## src/rtl/bcd_to_ascii_serializer.sv

```systemverilog
// Serializes a packed BCD number into ASCII digit characters, most significant
// first, with optional leading-zero suppression and an optional terminator byte.
module bcd_to_ascii_serializer #(
  parameter int unsigned WIDTH_BCD              = 12,
  parameter bit          SUPPRESS_LEADING_ZEROS = 1'b1,
  parameter bit          APPEND_TERMINATOR      = 1'b1,
  parameter logic [7:0]  TERMINATOR_CHARACTER   = 8'h0A
) (
  input  logic                 clock,
  input  logic                 reset,
  input  logic [WIDTH_BCD-1:0] bcd_data,
  input  logic                 bcd_valid,
  output logic                 bcd_ready,
  output logic [7:0]           ascii_data,
  output logic                 ascii_valid,
  input  logic                 ascii_ready,
  output logic                 busy
);

  localparam int unsigned NUMBER_DIGITS = WIDTH_BCD / 4;
  localparam int unsigned IDX_W         = (NUMBER_DIGITS > 1) ? $clog2(NUMBER_DIGITS) : 1;

  typedef enum logic [1:0] {IDLE, EMIT, TERMINATE} state_t;

  state_t               state;
  state_t               next_state;
  logic [WIDTH_BCD-1:0] bcd_reg;
  logic [IDX_W-1:0]     digit_index;
  logic [IDX_W-1:0]     start_index;
  logic [IDX_W-1:0]     dec_index;
  logic                 handshake;
  logic                 last_digit;

  // Digit select by explicit compare so index codes beyond NUMBER_DIGITS-1 read as zero.
  function automatic logic [3:0] digit_at(input logic [WIDTH_BCD-1:0] v,
                                          input logic [IDX_W-1:0]     idx);
    logic [3:0] d;
    d = '0;
    for (int unsigned k = 0; k < NUMBER_DIGITS; k++) begin
      if (idx == IDX_W'(k)) d = v[4*k +: 4];
    end
    return d;
  endfunction

  function automatic logic [7:0] to_ascii(input logic [3:0] d);
    return (d <= 4'd9) ? (8'h30 + {4'h0, d}) : 8'h3F;
  endfunction

  // Highest non-zero digit wins; an all-zero number falls back to index 0.
  always_comb begin
    start_index = '0;
    if (SUPPRESS_LEADING_ZEROS) begin
      for (int unsigned k = 0; k < NUMBER_DIGITS; k++) begin
        if (bcd_data[4*k +: 4] != 4'd0) start_index = IDX_W'(k);
      end
    end else begin
      start_index = IDX_W'(NUMBER_DIGITS - 1);
    end
  end

  assign dec_index  = digit_index - IDX_W'(1);
  assign handshake  = ascii_valid & ascii_ready;
  assign last_digit = (digit_index == '0);

  always_ff @(posedge clock) begin
    if (reset) state <= IDLE;
    else       state <= next_state;
  end

  always_comb begin
    next_state = state;
    case (state)
      IDLE:      if (bcd_valid) next_state = EMIT;
      EMIT:      if (handshake && last_digit)
                   next_state = APPEND_TERMINATOR ? TERMINATE : IDLE;
      TERMINATE: if (handshake) next_state = IDLE;
      default:   next_state = IDLE;
    endcase
  end

  always_comb begin
    bcd_ready = (state == IDLE);
    busy      = (state != IDLE);
  end

  // Character register is loaded one step ahead so ascii_data/ascii_valid are flop outputs.
  always_ff @(posedge clock) begin
    if (reset) begin
      bcd_reg     <= '0;
      digit_index <= '0;
      ascii_data  <= '0;
      ascii_valid <= 1'b0;
    end else begin
      case (state)
        IDLE: begin
          if (bcd_valid) begin
            bcd_reg     <= bcd_data;
            digit_index <= start_index;
            ascii_data  <= to_ascii(digit_at(bcd_data, start_index));
            ascii_valid <= 1'b1;
          end
        end
        EMIT: begin
          if (handshake) begin
            if (!last_digit) begin
              digit_index <= dec_index;
              ascii_data  <= to_ascii(digit_at(bcd_reg, dec_index));
            end else if (APPEND_TERMINATOR) begin
              ascii_data  <= TERMINATOR_CHARACTER;
            end else begin
              ascii_data  <= '0;
              ascii_valid <= 1'b0;
            end
          end
        end
        TERMINATE: begin
          if (handshake) begin
            ascii_data  <= '0;
            ascii_valid <= 1'b0;
          end
        end
        default: begin
          ascii_data  <= '0;
          ascii_valid <= 1'b0;
        end
      endcase
    end
  end

endmodule
```

## config.mk

```make
export PLATFORM = sky130hd
export DESIGN_NAME = bcd_to_ascii_serializer
export DESIGN_NICKNAME = d
export VERILOG_FILES = /design/src/rtl/bcd_to_ascii_serializer.sv
export SDC_FILE = /design/constraint.sdc
export NUM_CORES = 1
export LEC_CHECK = 0
export BUFFER_PORTS_ARGS = -buffer_cell sky130_fd_sc_hd__buf_2
export CORE_MARGIN = 3
export CORE_UTILIZATION = 57
export DETAILED_ROUTE_END_ITERATION = 12
export PLACE_DENSITY = 0.85
export RECOVER_POWER = 25
export REMOVE_ABC_BUFFERS = 1
export SLEW_MARGIN = 20
export SYNTH_ARGS = -nofsm -noshare
export SYNTH_HDL_FRONTEND = slang
export SYNTH_SLANG_ARGS = --single-unit
```

## constraint.sdc

```tcl
create_clock -name clock -period 4.44 [get_ports clock]
set_input_delay 0.888 -clock clock [delete_from_list [all_inputs] [get_ports clock]]
set_output_delay 0.888 -clock clock [all_outputs]
set_load 0.02 [all_outputs]
```

==> impl_metrics.sql <==
INSERT INTO impl_metrics (metric_group, metric, value, unit) VALUES
('setup_path', 'worstPathRequired', '3.55', 'ns'),
('layout', 'design.final.nets', '204', ''),
('setup_path', 'critical_path_peak_fanout', '8', ''),
('synth', 'mappedNetlistArea', '1230', 'um2'),
('clock_tree', 'htree_num_levels', '1', ''),
('layout', 'final_layout_size_suffix_gt1_frac', '0.137', ''),
('power_and_ir_drop', 'power_share_of_the_clock_group', '0.321', ''),
('routing', 'avgViaCountPerCell', '5.97', ''),
('power_and_ir_drop', 'power.share.switching', '0.287', ''),
('sta', 'hold_viol', '0', ''),
('power_and_ir_drop', 'power_density', '345', 'nW/um2'),
('outcome', 'status', 'completed', ''),
('synth', 'yosys_warnings', '0', ''),
('routing', 'drt-wirelength-per-cell', '15.1', 'um'),
('grt', 'grt.total_usage', '0.242', ''),
('layout', 'diodes', '0', ''),
('die', 'die_area', '2750', 'um2'),
('power_and_ir_drop', 'p_leak', '0.555', 'nW'),
('routing', 'dr.pass1.iters', '4', ''),
('sta', 'max_slew_headroom', '0.339', ''),
('layout', 'final_core_utilization', '0.689', ''),
('synth', 'post_synth_inst_count', '164', ''),
('clock_tree', 'postCtsResizedCells', '0', ''),
('die', 'fp.coreArea', '2000', 'um2'),
('routing', 'final_antenna_violating_net_count', '0', ''),
('clock_tree', 'tritoncts_clock_tree', 'yes', ''),
('power_and_ir_drop', 'comb_power_share', '0.211', ''),
('placement', 'postPlaceCellArea', '1330', 'um2'),
('synth', 'mean_cell_area_of_the_mapped_netlist', '7.49', 'um2'),
('synth', 'synth_sequential_area_ratio', '0.358', ''),
('layout', 'ff_latch_area', '440', 'um2'),
('sta', 'slew_viol_final', '0', ''),
('layout', 'fillers', '179', ''),
('clock_tree', 'cts-root-to-sink-buffers', '2', ''),
('sta', 'setup_tns', '0', 'ns'),
('sta', 'clock.fmax', '0.444', 'GHz'),
('die', 'dieWidth', '52.4', 'um'),
('power_and_ir_drop', 'internal_pwr_total', '0.000339', 'W'),
('sta', 'finalWorstPathRequiredPeriod', '2.25', 'ns'),
('power_and_ir_drop', 'net-switching-power', '0.000137', 'W'),
('clock_tree', 'clk_root_buffer_cell', 'clkbuf_4', ''),
('layout', 'fin_cells', '210', ''),
('synth', 'synthArstFlopShare', '0', ''),
('setup_path', 'worst-r2r-setup-slack', '2.55', 'ns'),
('job', 'drv_cap', '0', ''),
('grt', 'grt_antenna_before_repair', '0', ''),
('routing', 'vias', '1253', ''),
('placement', 'weighted_congestion_at_the_end_of_routability_driven_global_placement', '0.983', ''),
('sta', 'final.setup_skew', '0.0120', 'ns'),
('die', 'fp.dieH', '52.4', 'um'),
('clock_tree', 'post_cts_hold_buffer_count', '0', ''),
('grt', 'grt_pass1_vias', '1150', ''),
('power_and_ir_drop', 'seqPwrFrac', '0.468', ''),
('die', 'initial_utilization', '0.614', ''),
('min_path', 'worst_hold_path.num_cells', '2', ''),
('layout', 'flip_flop_count_of_the_largest_register_all_copies_and_words_added', '12', ''),
('synth', 'synth_cell_types', '33', ''),
('sta', 'final_period_utilization', '0.507', ''),
('setup_path', 'worst_ep_arrival_time', '1.36', 'ns'),
('placement', 'count_of_buffers_inserted_at_the_top_level_ports', '24', ''),
('clock_tree', 'clk_pin_slew_worst_paths', '0.13', 'ns'),
('min_path', 'hold_path.startpoint', 'bcd_reg[4]$_SDFFE_PP0P_', ''),
('setup_path', 'timing_worst_setup_path_type', 'flop to primary output', ''),
('routing', 'routed_wl', '3.16', 'mm'),
('clock_tree', 'numClockSinks', '22', ''),
('clock_tree', 'cts-buffers-inserted', '3', ''),
('setup_path', 'worst_setup_path_end_kind', 'primary output', ''),
('sta', 'worst_pin_slew', '0.991', 'ns'),
('sta', 'rsz0062_at_grt', 'false', ''),
('die', 'placement_rows', '16', ''),
('min_path', 'hold_end', 'bcd_reg[4]$_SDFFE_PP0P_', '');
-- worst max-delay path, cell delays in order (launching register included) --
cell and delay, ns:
dfxtp_1 0.40, or2_2 0.37, inv_1 0.11, buf_2 0.17
-- logic make-up (layout without fill, tap and decap cells) --
logic type | after synthesis | after routing | share of synthesized area
XOR/XNOR | 1 | 1 | 0.00713
buffers and inverters | 15 | 33 | 0.0591
AND/OR/NAND/NOR | 67 | 67 | 0.269
multiplexers | 2 | 2 | 0.0163
AO/OA/AOI/OAI | 52 | 52 | 0.246
flip-flops | 22 | 22 | 0.358
adder cells (fa/ha/maj) | 4 | 4 | 0.0407
other | 1 | 2 | 0.00305
-- synth_stat cells (2+ instances only) --
library cell	number
buf_4	3
inv_1	5
nor3_1	3
nand3b_1	5
nand2b_1	3
a211o_1	2
o21ai_0	9
a21oi_1	31
mux2i_1	2
nor2b_1	4
nor4b_1	4
ha_1	4
clkbuf_1	3
a2bb2oi_1	2
dfxtp_1	22
nor2_1	13
nand2_1	31
buf_2	3
-- how the worst max path moves through the flow --
stage | start | end | cells past startpoint
2_1_floorplan | bcd_data[3] | ascii_data[0]$_SDFFE_PP0P_ | 5
3_3_place_gp | bcd_data[3] | ascii_data[0]$_SDFFE_PP0P_ | 6
3_5_place_dp | bcd_data[3] | ascii_data[0]$_SDFFE_PP0P_ | 6
4_1_cts | state[1]$_SDFFE_PP0P_ | bcd_ready | 3
5_1_grt | state[1]$_SDFFE_PP0P_ | bcd_ready | 3
6_report | state[1]$_SDFFE_PP0P_ | bcd_ready | 3
-- layout make-up --
cell class / count / share of cell area
clock buffers: 3 / 0.0163
inverters: 5 / 0.0136
flip-flops and latches: 22 / 0.319
well taps: 27 / 0.0245
clock inverters: 1 / 0.0218
repair buffers: 24 / 0.0826
multi-input cells: 128 / 0.522
-- power by group through the flow --
stage | clock network [W] | registers (W) | logic (W)
after floorplan | 0 | 0.000232 | 0.0000552
after global placement | 0 | 0.000226 | 0.0000964
after detailed placement | 0 | 0.000227 | 0.0000993
after CTS | 0.000155 | 0.000222 | 0.000100
after global routing | 0.000165 | 0.000225 | 0.000110
final | 0.000153 | 0.000223 | 0.000100
-- layer usage --
metal,up-vias,part of all wire,global-route usage
li1,611,-,-
met1,590,0.45,0.295
met5,-,0,0
met4,0,0.017,0.111
met3,7,0.059,0.0342
met2,45,0.48,0.413
-- cells in the final DEF (no fill, tap or decap), types with 2 or more instances in the layout --
master / netlist / layout
nand2_1: 31 / 31
a21oi_1: 31 / 31
dfxtp_1: 22 / 22
buf_2: 3 / 19
nor2_1: 13 / 13
o21ai_0: 9 / 9
inv_1: 5 / 5
nand3b_1: 5 / 5
clkbuf_1: 3 / 5
nor2b_1: 4 / 4
nor4b_1: 4 / 4
ha_1: 4 / 4
nand2b_1: 3 / 3
nor3_1: 3 / 3
clkbuf_4: 0 / 3
mux2i_1: 2 / 2
a2bb2oi_1: 2 / 2
a211o_1: 2 / 2
conb_1: 1 / 2
-- through the flow --
stage	hold slack (ns)	power [W]	worst slack [ns]
4_1_cts	0.468	0.000478	2.20
6_report	0.467	0.000476	2.19
2_1_floorplan	0.430	0.000287	2.44
5_1_grt	0.484	0.000500	2.14
3_3_place_gp	0.441	0.000322	2.25
3_5_place_dp	0.447	0.000326	2.25
(Power assumes the default switching activity.)
